$ cat src/rtl/bb_seq_mac_if.sv
// bb_seq_mac_if: operand/result handshake bundle; master = feeder+writeback side, slave = bb_seq_mac
interface bb_seq_mac_if #(parameter int ACC_W = 16);
  logic in_valid;
  logic in_ready;
  logic mode;
  logic x_sign;
  logic y_sign;
  logic [3:0] x;
  logic [3:0] y;
  logic acc_clr;
  logic out_valid;
  logic out_ready;
  logic [ACC_W-1:0] acc;
  logic busy;
  modport master (
    output in_valid, mode, x_sign, y_sign, x, y, acc_clr, out_ready,
    input in_ready, out_valid, acc, busy
  );
  modport slave (
    input in_valid, mode, x_sign, y_sign, x, y, acc_clr, out_ready,
    output in_ready, out_valid, acc, busy
  );
endinterface

$ cat src/rtl/bb_seq_mac.sv
// bb_seq_mac: 2/4-bit MAC on one 2-bit brick multiplier; ports clk, rst (async high), bus (operands in, acc out, valid/ready both ways, busy)
module bb_seq_mac #(
  parameter int ACC_W = 16
) (
  input logic clk,
  input logic rst,
  bb_seq_mac_if.slave bus
);
  typedef enum logic [1:0] {IDLE, RUN, DONE} state_t;
  state_t state, nxt;
  logic [1:0] step;
  logic m, xs, ys;
  logic [3:0] xr, yr;
  logic [ACC_W-1:0] acc;
  logic [1:0] a, b, sft;
  logic a_top, b_top, last, take;
  logic signed [2:0] ae, be;
  logic signed [5:0] pp;
  logic [3:0] shamt;
  logic [ACC_W-1:0] pp_sh;
  always_comb begin
    a = (m & step[1]) ? xr[3:2] : xr[1:0];
    b = (m & step[0]) ? yr[3:2] : yr[1:0];
    a_top = ~m | step[1];
    b_top = ~m | step[0];
    sft = m ? {&step, ^step} : 2'b00;
    ae = {a_top & xs & a[1], a};
    be = {b_top & ys & b[1], b};
    pp = ae * be;
    shamt = (sft == 2'b11) ? 4'd8 : {1'b0, sft, 1'b0};
    pp_sh = {{(ACC_W-6){pp[5]}}, pp} << shamt;
    last = ~m | (&step);
    take = bus.in_valid & (state == IDLE);
    nxt = state;
    case (state)
      IDLE: nxt = take ? RUN : IDLE;
      RUN: nxt = last ? DONE : RUN;
      DONE: nxt = bus.out_ready ? IDLE : DONE;
      default: nxt = IDLE;
    endcase
  end
  always_ff @(posedge clk or posedge rst)
    if (rst) state <= IDLE;
    else state <= nxt;
  always_ff @(posedge clk or posedge rst)
    if (rst) begin
      step <= 2'd0;
      acc <= '0;
      m <= 1'b0;
      xs <= 1'b0;
      ys <= 1'b0;
      xr <= 4'd0;
      yr <= 4'd0;
    end else if (take) begin
      step <= 2'd0;
      m <= bus.mode;
      xs <= bus.x_sign;
      ys <= bus.y_sign;
      xr <= bus.x;
      yr <= bus.y;
      if (bus.acc_clr) acc <= '0;
    end else if (state == RUN) begin
      acc <= acc + pp_sh;
      step <= step + 2'd1;
    end
  assign bus.in_ready = state == IDLE;
  assign bus.out_valid = state == DONE;
  assign bus.busy = state != IDLE;
  assign bus.acc = acc;
endmodule

$ cat src/flat_wrapper.sv
// flat-port wrapper written by rule: the top's interface ports become plain ports
module bb_seq_mac_flat 
#(
  parameter int ACC_W = 16
)
  (clk, rst, bus_in_valid, bus_mode, bus_x_sign, bus_y_sign, bus_x, bus_y, bus_acc_clr, bus_out_ready, bus_in_ready, bus_out_valid, bus_acc, bus_busy);
  bb_seq_mac_if #(.ACC_W(ACC_W)) bus_i ();
  input logic clk;
  input logic rst;
  input wire logic [$bits(bus_i.in_valid)-1:0] bus_in_valid;
  input wire logic [$bits(bus_i.mode)-1:0] bus_mode;
  input wire logic [$bits(bus_i.x_sign)-1:0] bus_x_sign;
  input wire logic [$bits(bus_i.y_sign)-1:0] bus_y_sign;
  input wire logic [$bits(bus_i.x)-1:0] bus_x;
  input wire logic [$bits(bus_i.y)-1:0] bus_y;
  input wire logic [$bits(bus_i.acc_clr)-1:0] bus_acc_clr;
  input wire logic [$bits(bus_i.out_ready)-1:0] bus_out_ready;
  output wire logic [$bits(bus_i.in_ready)-1:0] bus_in_ready;
  output wire logic [$bits(bus_i.out_valid)-1:0] bus_out_valid;
  output wire logic [$bits(bus_i.acc)-1:0] bus_acc;
  output wire logic [$bits(bus_i.busy)-1:0] bus_busy;
  assign bus_i.in_valid = bus_in_valid;
  assign bus_i.mode = bus_mode;
  assign bus_i.x_sign = bus_x_sign;
  assign bus_i.y_sign = bus_y_sign;
  assign bus_i.x = bus_x;
  assign bus_i.y = bus_y;
  assign bus_i.acc_clr = bus_acc_clr;
  assign bus_i.out_ready = bus_out_ready;
  assign bus_in_ready = bus_i.in_ready;
  assign bus_out_valid = bus_i.out_valid;
  assign bus_acc = bus_i.acc;
  assign bus_busy = bus_i.busy;
  bb_seq_mac #(.ACC_W(ACC_W)) u_core (.clk(clk), .rst(rst), .bus(bus_i));
endmodule
$ cat config.mk
export PLATFORM = sky130hd
export DESIGN_NAME = bb_seq_mac_flat
export DESIGN_NICKNAME = d
export VERILOG_FILES = /design/src/rtl/bb_seq_mac_if.sv /design/src/rtl/bb_seq_mac.sv /design/src/flat_wrapper.sv
export SDC_FILE = /design/constraint.sdc
export NUM_CORES = 1
export LEC_CHECK = 0
export CORE_MARGIN = 5
export CORE_UTILIZATION = 49
export CTS_CLUSTER_DIAMETER = 120
export DETAILED_ROUTE_END_ITERATION = 10
export HOLD_SLACK_MARGIN = 0.12
export MAX_ROUTING_LAYER = met4
export PLACE_DENSITY = 0.74
export SLEW_MARGIN = 25
export SYNTH_ARGS = -nofsm -noshare
export SYNTH_HDL_FRONTEND = slang
export SYNTH_SLANG_ARGS = --single-unit
export TNS_END_PERCENT = 10
$ cat constraint.sdc
create_clock -name clk -period 4.4 [get_ports clk]
set_input_delay 0.88 -clock clk [delete_from_list [all_inputs] [get_ports clk]]
set_output_delay 0.88 -clock clk [all_outputs]
set_load 0.02 [all_outputs]
### Word level (Yosys, flattened, before mapping)

Cells that the tools add are included.
Widths: inputs -> output; s select.

* flip-flop bits (word level): 31
* input port bits: 16
* output and inout port bits: 19

* shifts and indexed selects: 1
* add/sub/neg operators: 2
* $mul: 1
* reductions and logical operators: 6
* mux-type cells: 13
* equality and inequality tests: 4
* bitwise gates (word level): 11

Operators by type and width (count)
* $mux 16: 3
* $add 16x16->16: 1
* $shl 16x4->16: 1
* $mux 2: 7
* $and 1x1->1: 7
* $mul 3x3->6: 1
* $pmux 2 s3: 1
* $eq 2x2->1 const B: 2
* $mux 4: 1
* $reduce_and 2->1: 2
* $reduce_bool 2->1: 2
* $or 1x1->1: 3
* $add 2x1->2 const B: 1
* $eq 2x1->1 const B: 1
* $logic_not 2->1: 1
* $ne 2x2->1 const B: 1
* $reduce_xor 2->1: 1
* $mux 1: 1
* $not 1->1: 1

### Depth between registers and ports, before layout

Gate-level depths: netlist of the first run.

* depth in word-level cells: 9
* gate-level depth with buffers: 22
* depth with buffers taken out: 21

### Least setup slack after synthesis of the first run

No wires, ideal clock.

* kind: register to register
* start: register u_core.m
* end: register u_core.acc[12], in the netlist u_core.bus.acc[12]
* stages on the path, launching flop included: 21
* library setup time: 0.122 ns
* data arrival time: 4.648 ns
* path slack: -0.369 ns
* buffers on the path: 1
* period minus slack after synthesis: 4.769 ns
* path through: dfrtp_1 -> buf_2 -> inv_1 -> o21ai_0 -> or3_1 -> inv_1 -> fa_1 -> ha_1 -> ha_1 -> fa_1 -> xor2_1 -> xnor2_1 -> nor2_1 -> a21oi_1 -> ha_1 -> a21o_1 -> a21oi_2 -> and2b_1 -> a311oi_1 -> or3_1 -> a32o_1

* word-level cells in the longest chain between the ends: 9

Ends and longest elaborated chain
* start: declaration: RTL line bb_seq_mac.sv:12 `logic m, xs, ys;`
* start signal: assignment: RTL line bb_seq_mac.sv:56 `m <= bus.mode;`
* $not 1->1: RTL line bb_seq_mac.sv:24, bb_seq_mac.sv:25
* $or 1x1->1 (on tied branches): RTL line bb_seq_mac.sv:24, bb_seq_mac.sv:25
* $and 1x1->1 (on tied branches) (2 in a row): RTL line bb_seq_mac.sv:27, bb_seq_mac.sv:28
* $mul 3x3->6: RTL line bb_seq_mac.sv:29 `pp = ae * be;`
* $shl 16x4->16 (*): RTL line bb_seq_mac.sv:31 `pp_sh = {{(ACC_W-6){pp[5]}}, pp} << shamt;`
* $add 16x16->16 (*): RTL line bb_seq_mac.sv:63 `acc <= acc + pp_sh;`
* $mux 16 (*): RTL line bb_seq_mac.sv:62 `end else if (state == RUN) begin`
* $mux 16 (*): RTL line bb_seq_mac.sv:54 `end else if (take) begin`
* end signal: assignment: RTL line bb_seq_mac.sv:63
* end: declaration: RTL line bb_seq_mac.sv:14 `logic [ACC_W-1:0] acc;`

Every way passes the cells marked *; elsewhere a longest branch is shown, timed or not. The select of a mux whose other input is x is not followed.
A chain may end at the register's enable or synchronous reset.

### Final worst setup path of the first run

* start: register u_core.m
* end: register u_core.acc[14], in the netlist u_core.bus.acc[14]

Same word-level chain as after synthesis.

==> flow_summary.yaml, run 1 <==
outcome:
  violations: "setup timing"
  status: "finished, violations left"
min_path:
  holdPathEnd: "u_core.yr[0]$_DFFE_PP0P_"
  holdPathStages: 2
  min-delay-path-class: "register to register"
  hold_start: "u_core.yr[0]$_DFFE_PP0P_"
detailed_routing:
  vias_per_cell: 5.43
  wl_um: 5970
  post_drt_wl_per_cell_um: 14.2
  num_vias: 2288
  ant_nets: 0
  route.detailed.drc: 0
  first_pass_iters: 4
  drt_first_iter_violations: 117
clock_network:
  hold_buffers: 0
  root_buffer: "clkbuf_8"
  clk_pin_slew_worst_paths_ps: 80
  cts_buffers: 5
  clk_latency_ps: 290
  cts_tree: "done"
  cts.sinks: 31
  htreeDepth: 2
  cts_buffer_depth: 2
floorplan:
  die-area_mm2: 0.00636
  ios: 35
  core_area_mm2: 0.00472
  initial_core_util_pct: 50.5
  fp.dieH_um: 79.7
  rows: 25
  fp.dieW_um: 79.7
yosys:
  synth_top_area_cell: "dfrtp_1"
  netlist_instances: 287
  yosys_register_bits: 31
  synth_cell_types: 43
  synthesis.nets: 329
  netlist_area_mm2: 0.00238
  synth_top_area_share_pct: 32.5
  synth_area_leaders: "dfrtp_1 33%, ha_1 11%, nand2_1 9.0%, o21ai_0 5.0%, fa_1 4.2%"
  synth.avg_cell_area_um2: 8.31
  ys_seq_area_share_pct: 32.5
  synth_warnings: 0
grt:
  grt_pass1_wl_um: 10300
  grt_util_all_layers_pct: 21.2
  grt_max_degree: 31
  grt_pass1_vias: 2300
  grt_remaining_overflow: 0
  antenna_found_initial: 0
timing:
  finalSetupViolCount: 5
  clock_skew_ps: 12.5
  hold_slack_ps: 485
  min_period_ps: 4520
  min_period_over_period_pct: 103
  finalMaxSlewViolations: 0
  max_freq_ghz: 0.221
  rsz0062_at_grt: "true"
  finalHoldViolCount: 0
  tightest_slew_ps: 666
  maxSlewHeadroom_pct: 55.6
  worst_slack_ps: -125
finish:
  diodes: 0
  drive_gt1_share_pct: 21.5
  final_nets: 395
  final_cell_area_mm2: 0.00327
  fillers: 385
  syn_to_final_growth_pct: 37.0
job:
  drv_cap: 0
critical_path:
  crit_chain: "nand2_4, mux2i_1, or3_4, inv_2, fa_1, ha_1, ha_2, fa_2, xor2_4, xnor2_2, nor2_1, a21oi_1, ha_1, buf_4, nand4_1, buf_4, a31oi_1, nand4b_1, nand3_1"
  critPathTopFamily: "adder cells"
  reg2reg_slack_ps: -120
  crit_path_end_kind: "register"
  worstSetupPathType: "register to register"
  critPathLaunch: "u_core.m$_DFFE_PP0P_"
  slowest_stage: "fa_1"
  crit_arrival_ps: 4700
  path_max_fanout: 5
  reg2reg_to: "u_core.bus.acc[14]$_DFFE_PP0P_"
  slowest_delay_ps: 530
  cp_data_required_time_ps: 4570
  path_buf_inv: 3
  startpoint_type: "register"
  reg2reg_depth: 19
  rr_startpoint: "u_core.m$_DFFE_PP0P_"
power_and_ir_drop:
  p_per_area_mw_per_mm2: 899
  p_leak_uw: 0.00157
  power.total_uw: 2940
  peakVddDrop_uv: 689
placed_design:
  hpwl_um: 4600
  post_dp_cell_area_mm2: 0.00307
  gp_congestion: 0.903
  numPortBuffers: 34
-- synth_stat cells (all sizes together) --
| cell type | count |
|---|---|
| inv | 21 |
| nor3 | 5 |
| or3 | 2 |
| and2b | 1 |
| nor2 | 12 |
| buf | 2 |
| o21ai | 25 |
| xor2 | 4 |
| ha | 21 |
| and3 | 2 |
| a21oi | 16 |
| o21bai | 3 |
| or2 | 3 |
| nor2b | 4 |
| o31ai | 3 |
| a211oi | 2 |
| o22ai | 1 |
| o211ai | 1 |
| nand2b | 3 |
| a21o | 4 |
| a22o | 8 |
| and2 | 2 |
| nand2 | 57 |
| nand4 | 3 |
| clkbuf | 6 |
| a31oi | 10 |
| mux2i | 5 |
| nor4 | 1 |
| dfrtp | 31 |
| a32o | 1 |
| nand3 | 9 |
| o21ba | 1 |
| xnor2 | 9 |
| fa | 5 |
| a31o | 1 |
| a311oi | 1 |
| a221oi | 1 |
| nand4b | 1 |
-- cell usage in the layout (no fill, tap or decap), drive strengths merged, types with 2 or more instances in the layout --
cell,count
nor2b,4
nor2,12
a22o,8
nand4,3
fa,5
buf,33
dfrtp,31
and3,2
clkdlybuf4s50,34
a211oi,2
inv,21
o31ai,3
nand2b,3
o21ai,25
nand3,9
or3,2
a21oi,16
a31oi,10
xnor2,9
o21bai,3
ha,21
mux2i,5
nand2,57
and2,2
xor2,4
a21o,4
or2,3
nor3,5
clkbuf,6
-- worst register-to-register path: cells and delay by family, from the launching register on --
family | cells | cell delay [ps]
DFF | 1 | 460
adders and majority gates | 5 | 1720
xor gates and xnor gates | 2 | 350
muxes | 1 | 280
buffers and inverters | 3 | 360
and+or+nand+nor | 6 | 840
AOI/OAI and AO/OA | 2 | 410
-- metrics by stage --
step                      cells  setup TNS [ps]  setup slack [ps]  utilization [%]
after floorplan             287           -23.8             -23.8                -
after global placement      411           -1040              -301             64.9
after detailed placement    411           -1590              -376             64.9
after CTS                   421            -410              -113             68.7
after global routing        421           -1810              -378             69.1
final                       421            -483              -125             69.1
-- registers in the layout (all words and copies together), names as in the netlist --
| register | flops |
|---|---|
| u_core.bus.acc | 16 |
| u_core.xr | 4 |
| u_core.yr | 4 |
| u_core.state | 2 |
| u_core.step | 2 |
| u_core.m | 1 |
| u_core.xs | 1 |
| u_core.ys | 1 |
-- area by class of cell --
type	instances	area [um2]	area share [%]
Sequential cell	31	777	23.8
Clock buffer	6	82.6	2.53
Multi-Input combinational cell	227	1620	49.6
Timing Repair Buffer	67	588	18.0
Inverter	21	78.8	2.41
Clock inverter	2	35.0	1.07
Tap cell	67	83.8	2.57
-- worst max path at each step --
stage | endpoint | slack (ps) | cells past startpoint
after floorplan | u_core.bus.acc[12]$_DFFE_PP0P_ | -20 | 20
after detailed placement | u_core.bus.acc[15]$_DFFE_PP0P_ | -380 | 18
after global routing | u_core.bus.acc[12]$_DFFE_PP0P_ | -380 | 19
after CTS | u_core.bus.acc[12]$_DFFE_PP0P_ | -110 | 19
after global placement | u_core.bus.acc[15]$_DFFE_PP0P_ | -300 | 18
final | u_core.bus.acc[14]$_DFFE_PP0P_ | -120 | 19
-- logic make-up (layout without fill, tap and decap cells) --
group,Yosys count,after routing,share of synthesized area (%)
adders and majority gates,26,26,15.2
buffers and inverters,29,96,4.67
xor gates and xnor gates,13,13,4.78
AOI/OAI and AO/OA,78,78,20.9
DFF,31,31,32.5
muxes,5,5,2.10
and+or+nand+nor,105,105,19.8
-- routing by layer --
metal	part of all wire (%)	track usage, %
met4	1.5	7.26
met1	47	27.8
met5	0	-
met3	4.7	3.72
met2	47	33.5
-- report_power, final --
| part | total, uW | internal [uW] | switching [uW] |
|---|---|---|---|
| Clock | 296 | 183 | 113 |
| Sequential | 513 | 410 | 103 |
| Combinational | 2130 | 975 | 1150 |
| Total | 2940 | 1570 | 1370 |
-- what timing repair did --
item,in CTS,in global routing
gates resized for setup,15,9
endpoints found under the setup margin,8,9
pin swaps,10,5
setup buffers,2,0
Note: power is estimated with default switching activity, not from simulation.
==> inputs of run 2 (changes only) <==
CAP_MARGIN = 15   (was unset)
CORE_ASPECT_RATIO = 1.1   (was unset)
==> flow_summary.yaml, run 2 (synthesis gave the netlist of run 1 again) <==
finish:
  layout.cells.most_common_list: "54 x nand2_1, 34 x clkdlybuf4s50_1, 33 x buf_4"
  drive_gt1_share_pct: 21.8
  finish.utilization_pct: 69.6
  diodes: 0
  regMostFlops: "u_core.bus.acc"
  final_common_cell: "nand2_1"
  top_regs: "u_core.bus.acc x16, u_core.xr x4, u_core.yr x4"
  fillers: 383
  largest_reg_flops: 16
  final_nets: 395
  syn_to_final_growth_pct: 36.9
timing:
  worst_slack_ps: -247
  min_period_over_period_pct: 106
  tightest_slew_ps: 636
  clock_skew_ps: 5.88
  finalSetupViolCount: 5
  finalMaxSlewViolations: 0
  rsz0062_at_grt: "true"
  tns_ps: -728
  min_period_ps: 4650
  max_freq_ghz: 0.215
  maxSlewHeadroom_pct: 57.6
  finalHoldViolCount: 0
  hold_slack_ps: 484
power_and_ir_drop:
  p_per_area_mw_per_mm2: 888
  power.total_uw: 2900
  p_leak_uw: 0.00155
  peakVddDrop_uv: 546
min_path:
  min-delay-path-class: "register to register"
  holdPathStages: 2
  holdPathEnd: "u_core.xr[0]$_DFFE_PP0P_"
  hold_start: "u_core.xr[0]$_DFFE_PP0P_"
floorplan:
  fp.dieW_um: 76.5
  core_area_mm2: 0.00468
  fp.dieH_um: 83.2
  rows: 26
  ios: 35
  initial_core_util_pct: 50.9
  die-area_mm2: 0.00636
critical_path:
  crit_arrival_ps: 4820
  cp_data_required_time_ps: 4580
  worstSetupPathType: "register to register"
  slowest_delay_ps: 580
  startpoint_type: "register"
  crit_path_end_kind: "register"
  crit_chain: "nand2_4, mux2i_2, or3_4, inv_2, fa_1, ha_4, ha_2, fa_2, xor2_4, xnor2_4, nor2_2, a21oi_1, ha_1, buf_4, a21oi_4, o21ai_2, a31oi_1, nand3_1, a31o_1, a22o_1"
  reg2reg_depth: 20
  rr_startpoint: "u_core.m$_DFFE_PP0P_"
  reg2reg_to: "u_core.bus.acc[15]$_DFFE_PP0P_"
  reg2reg_slack_ps: -250
  path_max_fanout: 4
  slowest_stage: "fa_1"
outcome:
  violations: "setup timing"
  status: "finished, violations left"
placed_design:
  hpwl_um: 4380
  pre_cts_ws_ps: -287
  gp_congestion: 0.924
  numPortBuffers: 34
detailed_routing:
  first_pass_iters: 4
  wl_um: 5660
  num_vias: 2277
  drt_first_iter_violations: 84
  route.detailed.drc: 0
  post_drt_wl_per_cell_um: 13.8
  vias_per_cell: 5.55
  ant_nets: 0
clock_network:
  cts_buffers: 5
  hold_buffers: 0
  htreeDepth: 2
  cts.sinks: 31
  clk_pin_slew_worst_paths_ps: 70
  cts_buffer_depth: 2
  clk_latency_ps: 280
  root_buffer: "clkbuf_8"
  cts_tree: "done"
grt:
  grt_util_all_layers_pct: 18.8
  grt_pass1_vias: 2188
  grt_pass1_wl_um: 9760
  antenna_found_initial: 0
  grt_remaining_overflow: 0
  grt_max_degree: 32
job:
  drv_cap: 0
-- run 2: changes by cell type in the layout (fill, tap and decap cells not counted), sizes merged --
cell / before / now
clkbuf: 6 / 7
clkinvlp: 0 / 1
clkinv: 1 / 0
bufinv: 1 / 0
-- run 2: worst max path at each step --
| stage | start | end | slack [ps] | cells past startpoint |
|---|---|---|---|---|
| after floorplan | u_core.m$_DFFE_PP0P_ | u_core.bus.acc[12]$_DFFE_PP0P_ | -20 | 20 |
| after global placement | u_core.m$_DFFE_PP0P_ | u_core.bus.acc[12]$_DFFE_PP0P_ | -200 | 19 |
| after detailed placement | u_core.m$_DFFE_PP0P_ | u_core.bus.acc[15]$_DFFE_PP0P_ | -290 | 19 |
| after CTS | u_core.m$_DFFE_PP0P_ | u_core.bus.acc[12]$_DFFE_PP0P_ | -280 | 19 |
| after global routing | u_core.m$_DFFE_PP0P_ | u_core.bus.acc[15]$_DFFE_PP0P_ | -440 | 20 |
| final | u_core.m$_DFFE_PP0P_ | u_core.bus.acc[15]$_DFFE_PP0P_ | -250 | 20 |
-- run 2: timing repair --
item / in CTS / in global routing
pin swaps: 8 / 9
endpoints found under the setup margin: 8 / 9
resized for setup: 12 / 11
buffers inserted: 1 / 2
-- run 2: cell type report --
type | instances | area [um2] | area share, %
tap | 56 | 70.1 | 2.15
clock inverter | 1 | 7.51 | 0.230
sequential | 31 | 777 | 23.8
multi-input combinational | 227 | 1640 | 50.4
inverter | 21 | 78.8 | 2.42
timing repair buffer | 67 | 588 | 18.0
clock buffer | 7 | 96.3 | 2.95
-- run 2: metal layers --
layer	routed length, um	up-vias	part of all wire [%]	GRT usage [%]
met4	57	0	1.0	3.82
met3	215	7	3.8	2.92
met2	2850	55	50	31.7
li1	-	1142	-	-
met5	0	-	0	-
met1	2550	1073	45	23.8
-- run 2: power breakdown --
group | internal (uW) | switching, uW | total, uW
logic | 998 | 1130 | 2130
registers | 410 | 102 | 512
clock network | 142 | 116 | 258
total | 1550 | 1350 | 2900
-- run 2: metrics by stage --
step | cells | area, um2
floorplan | 287 | 2450
global placement | 399 | 3040
detailed placement | 399 | 3040
CTS | 408 | 3200
global route | 410 | 3260
finish | 410 | 3260
-- run 2: critical path: cells and delay by family, from the launching register on --
family                     cells  cell delay [ps]
and+or+nand+nor                4              560
adders and majority gates      5             1760
buffers and inverters          2              210
muxes                          1              290
DFF                            1              460
xor gates and xnor gates       2              350
AOI/OAI and AO/OA              6              900
